<file path="src/rtl/imem_loader_pkg.sv">
// Shared types and constants for the instruction-memory boot loader.
package imem_loader_pkg;

  typedef enum logic [2:0] {
    StIdle,
    StHdr0,
    StHdr1,
    StPayload,
    StCsum,
    StDone,
    StError
  } state_e;

  localparam int unsigned HDR_BYTES      = 2;
  localparam int unsigned CSUM_W         = 8;
  localparam int unsigned BYTES_PER_WORD = 4;

endpackage

</file>
<file path="src/rtl/imem_word_packer.sv">
// Assembles little-endian 32-bit words from a byte stream; word_valid pulses
// combinationally on the accept of each word's final byte.
module imem_word_packer
  import imem_loader_pkg::*;
(
  input  logic        clk,
  input  logic        rst_n,
  input  logic        clear,
  input  logic        accept,
  input  logic [7:0]  data,
  output logic        word_valid,
  output logic [31:0] word
);

  logic [1:0]  cnt_q;
  logic [23:0] sreg_q;

  // Earlier bytes sit in the low lanes; the arriving byte completes the top lane.
  assign word       = {data, sreg_q};
  assign word_valid = accept && (cnt_q == 2'(BYTES_PER_WORD - 1));

  always_ff @(posedge clk or negedge rst_n) begin
    if (!rst_n) begin
      cnt_q  <= '0;
      sreg_q <= '0;
    end else if (clear) begin
      cnt_q  <= '0;
      sreg_q <= '0;
    end else if (accept) begin
      cnt_q  <= cnt_q + 2'd1;
      sreg_q <= {data, sreg_q[23:8]};
    end
  end

endmodule

</file>
<file path="src/rtl/imem_loader.sv">
// Boot loader: writes instruction memory from a checksummed byte stream and
// holds the core in reset until a verified image is in place.
module imem_loader
  import imem_loader_pkg::*;
#(
  parameter int unsigned MEM_DEPTH = 256,
  localparam int unsigned ADDR_W = $clog2(MEM_DEPTH)
) (
  input  logic              clk,
  input  logic              rst_n,
  input  logic              start,
  input  logic              in_valid,
  input  logic [7:0]        in_data,
  output logic              in_ready,
  output logic              we,
  output logic [ADDR_W-1:0] waddr,
  output logic [31:0]       wdata,
  output logic              cpu_rst,
  output logic              busy,
  output logic              done,
  output logic              error
);

  state_e state_q, state_d;

  logic              accept;
  logic              restart;
  logic              word_valid;
  logic [31:0]       word;
  logic [7:0]        hdr_lo_q;
  logic [15:0]       n_q;
  logic [15:0]       n_hdr;
  logic              hdr_bad;
  logic [15:0]       idx_q;
  logic              last_word;
  logic [CSUM_W-1:0] sum_q;
  logic              we_q;
  logic [ADDR_W-1:0] waddr_q;
  logic [31:0]       wdata_q;

  assign accept    = in_valid && in_ready;
  assign restart   = start && (state_q == StIdle || state_q == StDone || state_q == StError);
  assign n_hdr     = {in_data, hdr_lo_q};
  assign hdr_bad   = (n_hdr == 16'd0) || (32'(n_hdr) > MEM_DEPTH);
  assign last_word = (idx_q == n_q - 16'd1);

  imem_word_packer u_packer (
    .clk        (clk),
    .rst_n      (rst_n),
    .clear      (restart),
    .accept     (accept && (state_q == StPayload)),
    .data       (in_data),
    .word_valid (word_valid),
    .word       (word)
  );

  // State register
  always_ff @(posedge clk or negedge rst_n) begin
    if (!rst_n) state_q <= StIdle;
    else        state_q <= state_d;
  end

  // Next-state logic
  always_comb begin
    state_d = state_q;
    unique case (state_q)
      StIdle, StDone, StError: if (start) state_d = StHdr0;
      StHdr0:    if (accept) state_d = StHdr1;
      StHdr1:    if (accept) state_d = hdr_bad ? StError : StPayload;
      StPayload: if (word_valid && last_word) state_d = StCsum;
      StCsum:    if (accept) state_d = (in_data == sum_q) ? StDone : StError;
      default:   state_d = StIdle;
    endcase
  end

  // State-decoded outputs; done/error/cpu_rst follow the registered state.
  always_comb begin
    in_ready = 1'b0;
    busy     = 1'b0;
    done     = 1'b0;
    error    = 1'b0;
    cpu_rst  = 1'b1;
    unique case (state_q)
      StHdr0, StHdr1, StPayload, StCsum: begin
        in_ready = 1'b1;
        busy     = 1'b1;
      end
      StDone: begin
        done    = 1'b1;
        cpu_rst = 1'b0;
      end
      StError: error = 1'b1;
      default: ;
    endcase
  end

  // Datapath: header count, word index, running checksum, write port
  always_ff @(posedge clk or negedge rst_n) begin
    if (!rst_n) begin
      hdr_lo_q <= '0;
      n_q      <= '0;
      idx_q    <= '0;
      sum_q    <= '0;
      we_q     <= 1'b0;
      waddr_q  <= '0;
      wdata_q  <= '0;
    end else begin
      we_q <= word_valid;
      if (accept && state_q == StHdr0) hdr_lo_q <= in_data;
      if (accept && state_q == StHdr1) n_q <= n_hdr;
      if (restart) begin
        idx_q <= '0;
        sum_q <= '0;
      end else begin
        if (accept && state_q == StPayload) sum_q <= sum_q + in_data;
        if (word_valid) idx_q <= idx_q + 16'd1;
      end
      if (word_valid) begin
        waddr_q <= idx_q[ADDR_W-1:0];
        wdata_q <= word;
      end
    end
  end

  assign we    = we_q;
  assign waddr = waddr_q;
  assign wdata = wdata_q;

endmodule
</file>
<file path="config.mk">
export PLATFORM = sky130hd
export DESIGN_NAME = imem_loader
export DESIGN_NICKNAME = d
export VERILOG_FILES = /design/src/rtl/imem_loader_pkg.sv /design/src/rtl/imem_word_packer.sv /design/src/rtl/imem_loader.sv
export SDC_FILE = /design/constraint.sdc
export NUM_CORES = 1
export LEC_CHECK = 0
export BUFFER_PORTS_ARGS = -buffer_cell sky130_fd_sc_hd__buf_2
export CAP_MARGIN = 30
export CORE_AREA = 2 2 106 108
export CTS_CLUSTER_DIAMETER = 30
export DETAILED_ROUTE_END_ITERATION = 16
export DIE_AREA = 0 0 108 110
export GPL_TIMING_DRIVEN = 1
export PLACE_DENSITY = 0.71
export SLEW_MARGIN = 25
export SYNTH_ARGS = -nofsm -noshare
export SYNTH_HDL_FRONTEND = slang
export SYNTH_SLANG_ARGS = --single-unit
</file>
<file path="constraint.sdc">
create_clock -name clk -period 3 [get_ports clk]
set_input_delay 0.6 -clock clk [delete_from_list [all_inputs] [get_ports clk]]
set_output_delay 0.6 -clock clk [all_outputs]
set_load 0.005 [all_outputs]
</file>
**Yosys cells after proc, flatten, opt, wreduce, memory -nomap -nowiden**

Index checks and enable logic that the tools add are counted.

- Register bits after elaboration: 118
- Input port bits: 12
- Output and inout bits: 46
- Word-level logic and storage cells: 66

- $add $sub $neg: 4
- Order comparisons: 1
- Equal/unequal tests: 14
- Multiplexer cells: 20
- Reductions and logical operators: 17

Operators with widths:

| cell | count |
|---|---|
| $mux 24 | 2 |
| $mux 16 | 2 |
| $mux 3 | 6 |
| $add 16x1->16 const B | 1 |
| $eq 16x16->1 | 1 |
| $gt 16x9->1 const B | 1 |
| $logic_not 16->1 | 1 |
| $mux 8 | 2 |
| $sub 16x1->16 const B | 1 |
| $pmux 3 s5 | 1 |
| $eq 3x3->1 const B | 3 |
| $add 8x8->8 | 1 |
| $eq 8x8->1 | 1 |
| $ne 2x2->1 const B | 4 |
| $logic_and 1x1->1 | 7 |
| $eq 3x2->1 const B | 2 |
| $mux 2 | 3 |
| $reduce_and 5->1 | 1 |
| $mux 1 | 4 |
| $reduce_bool 2->1 | 2 |
| $reduce_or 4->1 | 1 |
| $eq 3x1->1 const B | 1 |
| $logic_not 3->1 | 1 |
| $logic_or 1x1->1 | 3 |
| 4 further kinds | 4 |

**Logic depth before layout (Yosys ltp)**

- Depth in word-level cells: 9
- Depth in mapped cells: 10
- Mapped depth without buffers: 9

**By module**

Synthesis repeated with hierarchy kept, for this count alone.

- Cells, all modules: 526
- Area, all modules: 5931.9 sq um

By module, submodules not included:

| module | times used | cells an instance | area an instance (sq um) | sequential area each (sq um) |
|---|---|---|---|---|
| imem_loader | 1 | 432 | 4778.3 | 2302.2 |
| imem_word_packer | 1 | 94 | 1153.6 | 650.6 |

**Worst setup path after synthesis**

OpenSTA, ideal clock, no wires.

- Path type: reg-to-reg
- Start point: reg n_q[0]
- End point: reg state_q[1]
- Setup time: 0.119 ns
- Arrival time: 2.168 ns
- Required time: 2.881 ns
- Setup slack: 0.713 ns
- Stages on the path, launching flop included: 10
- Path buffers: 0
- Clock period less this slack: 2.287 ns
- Cells stage by stage: dfrtp_1 -> inv_1 -> ha_1 -> nor4b_2 -> nand2b_1 -> nor3_1 -> or3b_2 -> a2111oi_2 -> nand4_1 -> and2_1

- Longest elaborated chain between the ends: 5

Ends and longest elaborated chain:

| element | RTL line | text |
|---|---|---|
| start: declaration | imem_loader.sv:31 | `logic [15:0] n_q;` |
| start signal: assignment | imem_loader.sv:110 | `if (accept && state_q == StHdr1) n_q <= n_hdr;` |
| $sub 16x1->16 | imem_loader.sv:45 | `assign last_word = (idx_q == n_q - 16'd1);` |
| $eq 16x16->1 | imem_loader.sv:45 |  |
| $logic_and 1x1->1 | imem_loader.sv:70 | `StPayload: if (word_valid && last_word) state_d = StCsum;` |
| $ne 2x1->1 (no source line) | - |  |
| $reduce_and 5->1 (no source line) | - |  |
| end signal: assignment | imem_loader.sv:59 | `if (!rst_n) state_q <= StIdle;` |
| end signal: assignment | imem_loader.sv:60 | `else state_q <= state_d;` |
| end: declaration | imem_loader.sv:24 | `state_e state_q, state_d;` |

Every way passes these cells.
A chain may end at the register's enable or synchronous reset.

**Final worst setup path**

Ends and elaborated chain as after synthesis.

==> impl_table.tex <==
\begin{tabular}{lr}
\hline
Metric & Value \\
\hline
\multicolumn{2}{l}{\textbf{STA}} \\
\quad Setup violators final & 0 \\
\quad Worst hold-check slack & 84.5 ps \\
\quad Tmin final & 2600 ps \\
\quad Hold violation count in the final report & 0 \\
\quad Timing-limited maximum frequency & 384 MHz \\
\quad Setup TNS & 0 ps \\
\quad Final period utilization & 0.868 \\
\quad Pin slew with the least headroom to its limit & 605 ps \\
\quad Clock Skew & 8.22 ps \\
\quad Number of pins with negative max-slew slack in the final report & 0 \\
\quad Worst relative slew slack & 0.597 \\
\quad Unrepaired setup endpoints after global routing & no \\
\multicolumn{2}{l}{\textbf{Final layout}} \\
\quad Area of all placed cells without fillers & 6680 µm² \\
\quad Post-synthesis to final-layout area growth & 17.8\% \\
\quad Final Net Count & 685 \\
\quad Final Instance Count excl. Fillers & 815 \\
\quad Reg area & 2950 µm² \\
\quad Footprint of the multi-input gates & 2570 µm² \\
\quad Filler cell count & 888 \\
\quad Diode count & 0 \\
\quad Proportion of layout cells with a drive suffix above 1 & 0.200 \\
\multicolumn{2}{l}{\textbf{Route}} \\
\quad Detailed-route vias per instance & 5.44 \\
\quad Pre-Repair DR Iteration Count & 7 \\
\quad Wire length per cell & 15.8 µm \\
\quad Number of DRC violations after detailed routing & 0 \\
\quad Via total after detailed routing & 4431 \\
\quad Final ANT Viol Nets & 0 \\
\quad Number of DRC violations after detailed-routing iteration 0 & 272 \\
\quad Post-Route WL & 12900 µm \\
\multicolumn{2}{l}{\textbf{Clocking}} \\
\quad Cts bufs inserted & 17 \\
\quad Worst-skew pair later-pin latency & 520 ps \\
\quad CTS root buf & sky130\_fd\_sc\_hd\_\_clkbuf\_8 \\
\quad Count of clock tree sinks & 118 \\
\quad TritonCTS clock tree & built \\
\quad Hold buffer count at CTS & 0 \\
\quad Buffer count from post-CTS setup fixing & 0 \\
\quad Count of cells resized by post-cts repair & 0 \\
\quad Clock transition at the registers of the reported paths & 60 ps \\
\quad \# H-tree levels & 4 \\
\quad Clock buffer depth & 2 \\
\multicolumn{2}{l}{\textbf{Floorplan}} \\
\quad Top-level I/O count & 58 \\
\quad Standard cell core area & 10700 µm² \\
\quad Horizontal extent of the die & 108 µm \\
\quad Full die area & 11900 µm² \\
\quad Number of standard-cell rows in the floorplan & 38 \\
\quad Initial core utilization & 0.530 \\
\quad Die Span Y & 110 µm \\
\multicolumn{2}{l}{\textbf{Place}} \\
\quad Number of buffer cells added on primary ports & 57 \\
\quad Detail Placement HPWL & 8650 µm \\
\quad Final RePlAce weighted congestion & 0.888 \\
\quad Total placed instance area & 6110 µm² \\
\quad Placed Cells & 783 \\
\multicolumn{2}{l}{\textbf{Synthesis}} \\
\quad Synthesized instance count & 607 \\
\quad Most area-hungry cell type in the Yosys netlist & sky130\_fd\_sc\_hd\_\_dfrtp\_1 \\
\quad Async S/R FF share, synth & 1.00 \\
\quad Area of the mapped netlist & 5670 µm² \\
\quad Number of different library cells in the post-synthesis netlist & 57 \\
\quad Seq/Total Area, Yosys & 0.520 \\
\quad Syn Nets & 630 \\
\quad Average footprint of a synthesized cell & 9.35 µm² \\
\quad Synth top area cells & sky130\_fd\_sc\_hd\_\_dfrtp\_1 52\%, sky130\_fd\_sc\_hd\_\_nand2\_1 13\%, sky130\_fd\_sc\_hd\_\_xnor2\_1 4.2\%, sky130\_fd\_sc\_hd\_\_mux2\_2 4.0\%, sky130\_fd\_sc\_hd\_\_o21ai\_0 3.6\% \\
\quad Yosys reg bits & 118 \\
\quad Top\_reg\_cell synth & sky130\_fd\_sc\_hd\_\_dfrtp\_1 \\
\quad Count of synthesis-stage warnings from yosys & 0 \\
\quad Fraction of post-synthesis cell area in the top cell type by area & 0.520 \\
\quad Number of flops mapped to enable cells by yosys & 0 \\
\multicolumn{2}{l}{\textbf{GRT}} \\
\quad GR Overflow Total & 0 \\
\quad Global-route wire length before repair & 21600 µm \\
\quad Number of global-route vias before repair & 4335 \\
\quad Maximum number of pins on one net before global-route repair & 49 \\
\quad Initial antenna violation count & 0 \\
\quad Global-route usage over all layers & 0.237 \\
\multicolumn{2}{l}{\textbf{Power}} \\
\quad Power spent charging and discharging nets & 2.22 mW \\
\quad Power density over cell area & 952 nW/µm² \\
\quad Part of the power in the clock network & 0.305 \\
\quad Post-layout power & 6.36 mW \\
\quad Comb power frac & 0.295 \\
\quad Register share of total power & 0.400 \\
\quad Switching share of power & 0.349 \\
\quad Cell leakage power & 3.28 nW \\
\quad P\_int & 4.14 mW \\
\quad Maximum VDD drop & 0.805 mV \\
\multicolumn{2}{l}{\textbf{Run status}} \\
\quad Status & completed \\
\multicolumn{2}{l}{\textbf{Setup path}} \\
\quad Classification of the worst setup path & reg -> reg \\
\quad Startpoint class of the critical path & flip-flop \\
\quad Type of destination of the critical path & flip-flop \\
\quad Arr. time, crit path & 3010 ps \\
\quad Required @ worst endpoint & 3410 ps \\
\quad Peak fanout along the critical path & 5 \\
\multicolumn{2}{l}{\textbf{Worst hold path}} \\
\quad Path category of the worst min-delay check & in -> async \\
\multicolumn{2}{l}{\textbf{Flow run}} \\
\quad Number of maximum-capacitance violations & 0 \\
\hline
\end{tabular}
-- logic make-up after synthesis --
logic type,Yosys count,synth area share
simple gates,290,0.228
flops,118,0.520
compound gates,76,0.0785
xor+xnor,44,0.0679
buf+inv,42,0.0291
mux,25,0.0487
fa+ha+maj,12,0.0273
-- power groups by stage --
stage	registers (mW)	clock network (mW)	logic (mW)
after detailed placement	2.56	0	1.88
final	2.55	1.94	1.88
after global routing	2.61	2.03	2.11
after CTS	2.54	1.96	1.89
after floorplan	2.42	0	1.42
after global placement	2.54	0	1.82
-- cell usage in the layout (no fill, tap or decap), types with 3 or more instances in the layout --
master,instances
sky130_fd_sc_hd__nand2_1,199
sky130_fd_sc_hd__dfrtp_1,118
sky130_fd_sc_hd__buf_2,56
sky130_fd_sc_hd__o21ai_0,41
sky130_fd_sc_hd__nor2_1,27
sky130_fd_sc_hd__xnor2_1,27
sky130_fd_sc_hd__mux2_2,20
sky130_fd_sc_hd__xor2_1,17
sky130_fd_sc_hd__clkbuf_16,16
sky130_fd_sc_hd__buf_4,13
sky130_fd_sc_hd__a21oi_1,11
sky130_fd_sc_hd__nand4_1,10
sky130_fd_sc_hd__ha_1,10
sky130_fd_sc_hd__nor3_1,9
sky130_fd_sc_hd__inv_1,8
sky130_fd_sc_hd__nand3_1,7
sky130_fd_sc_hd__nor4_1,6
sky130_fd_sc_hd__clkinv_4,5
sky130_fd_sc_hd__and3_1,4
sky130_fd_sc_hd__mux2i_1,4
sky130_fd_sc_hd__a31oi_1,4
sky130_fd_sc_hd__or4_4,3
sky130_fd_sc_hd__nor2b_1,3
sky130_fd_sc_hd__or3_1,3
sky130_fd_sc_hd__a21o_1,3
sky130_fd_sc_hd__o22ai_1,3
sky130_fd_sc_hd__clkinv_2,3
-- final cells by class --
class / count / area share
clock buffer: 18 / 0.0625
clock inverter: 14 / 0.0227
inverter: 9 / 0.00506
multi-input combinational: 447 / 0.385
sequential: 118 / 0.442
tap: 140 / 0.0262
timing repair buffer: 69 / 0.0565
-- worst max-delay path: stages, from the launching register on --
cell,delay [ps]
sky130_fd_sc_hd__dfrtp_1,410
sky130_fd_sc_hd__inv_1,90
sky130_fd_sc_hd__ha_1,210
sky130_fd_sc_hd__nor4b_2,460
sky130_fd_sc_hd__nand2b_1,210
sky130_fd_sc_hd__nor3_1,220
sky130_fd_sc_hd__nand3_1,120
sky130_fd_sc_hd__a2111oi_2,300
sky130_fd_sc_hd__nand4_1,260
sky130_fd_sc_hd__and2_1,220
-- per-layer routing --
layer	GRT usage	vias up	wire, µm
met5	0	-	0
met4	0.0842	0	59
met3	0.0582	6	515
met2	0.370	102	6310
met1	0.325	2178	6020
li1	-	2145	-
-- sequential cells by signal, summed over array words and instances (netlist names) --
register,cells
wdata,32
u_packer.cnt_q,2
sum_q,8
we,1
waddr,8
hdr_lo_q,8
u_packer.sreg_q,24
state_q,3
n_q,16
idx_q,16
-- synth_stat cells, types with 2 or more instances --
master	n
sky130_fd_sc_hd__clkbuf_1	20
sky130_fd_sc_hd__nand4_1	10
sky130_fd_sc_hd__inv_1	8
sky130_fd_sc_hd__buf_1	9
sky130_fd_sc_hd__and3_1	4
sky130_fd_sc_hd__buf_2	3
sky130_fd_sc_hd__nor2_1	27
sky130_fd_sc_hd__nand3b_1	2
sky130_fd_sc_hd__ha_1	10
sky130_fd_sc_hd__xnor2_1	27
sky130_fd_sc_hd__nand2_1	199
sky130_fd_sc_hd__o31ai_1	2
sky130_fd_sc_hd__xor2_1	17
sky130_fd_sc_hd__or4_4	3
sky130_fd_sc_hd__nor2b_1	4
sky130_fd_sc_hd__mux2_2	20
sky130_fd_sc_hd__a31oi_1	4
sky130_fd_sc_hd__nand2b_1	2
sky130_fd_sc_hd__mux2i_1	4
sky130_fd_sc_hd__nand3_1	7
sky130_fd_sc_hd__a21o_1	3
sky130_fd_sc_hd__and2_1	2
sky130_fd_sc_hd__o22ai_1	3
sky130_fd_sc_hd__nor4_1	6
sky130_fd_sc_hd__dfrtp_1	118
sky130_fd_sc_hd__nor3_1	9
sky130_fd_sc_hd__a21oi_1	11
sky130_fd_sc_hd__o21ai_0	41
sky130_fd_sc_hd__a22oi_1	2
sky130_fd_sc_hd__or3_1	3
-- worst paths after layout --
check / startpoint / endpoint / slack (ps) / cells past startpoint
setup / recovery: n_q[0] / state_q[1] / 400 / 9
hold / removal: rst_n / u_packer.sreg_q[0] / 80 / 1
setup reg to reg: n_q[0] / state_q[1] / 400 / 9
hold reg to reg: u_packer.sreg_q[1] / wdata[1] / 460 / 2
max in group asynchronous: rst_n / state_q[2] / 2140 / 2
min in group clk: in_data[0] / wdata[24] / 370 / 3
-- through the flow --
| step | util | setup WS, ps |
|---|---|---|
| final | 0.625 | 397 |
| after global routing | 0.625 | 106 |
| after CTS | 0.625 | 398 |
| after detailed placement | 0.571 | 413 |
| after global placement | 0.571 | 481 |
| after floorplan | - | 713 |
Note: power is estimated with default switching activity, not from simulation.
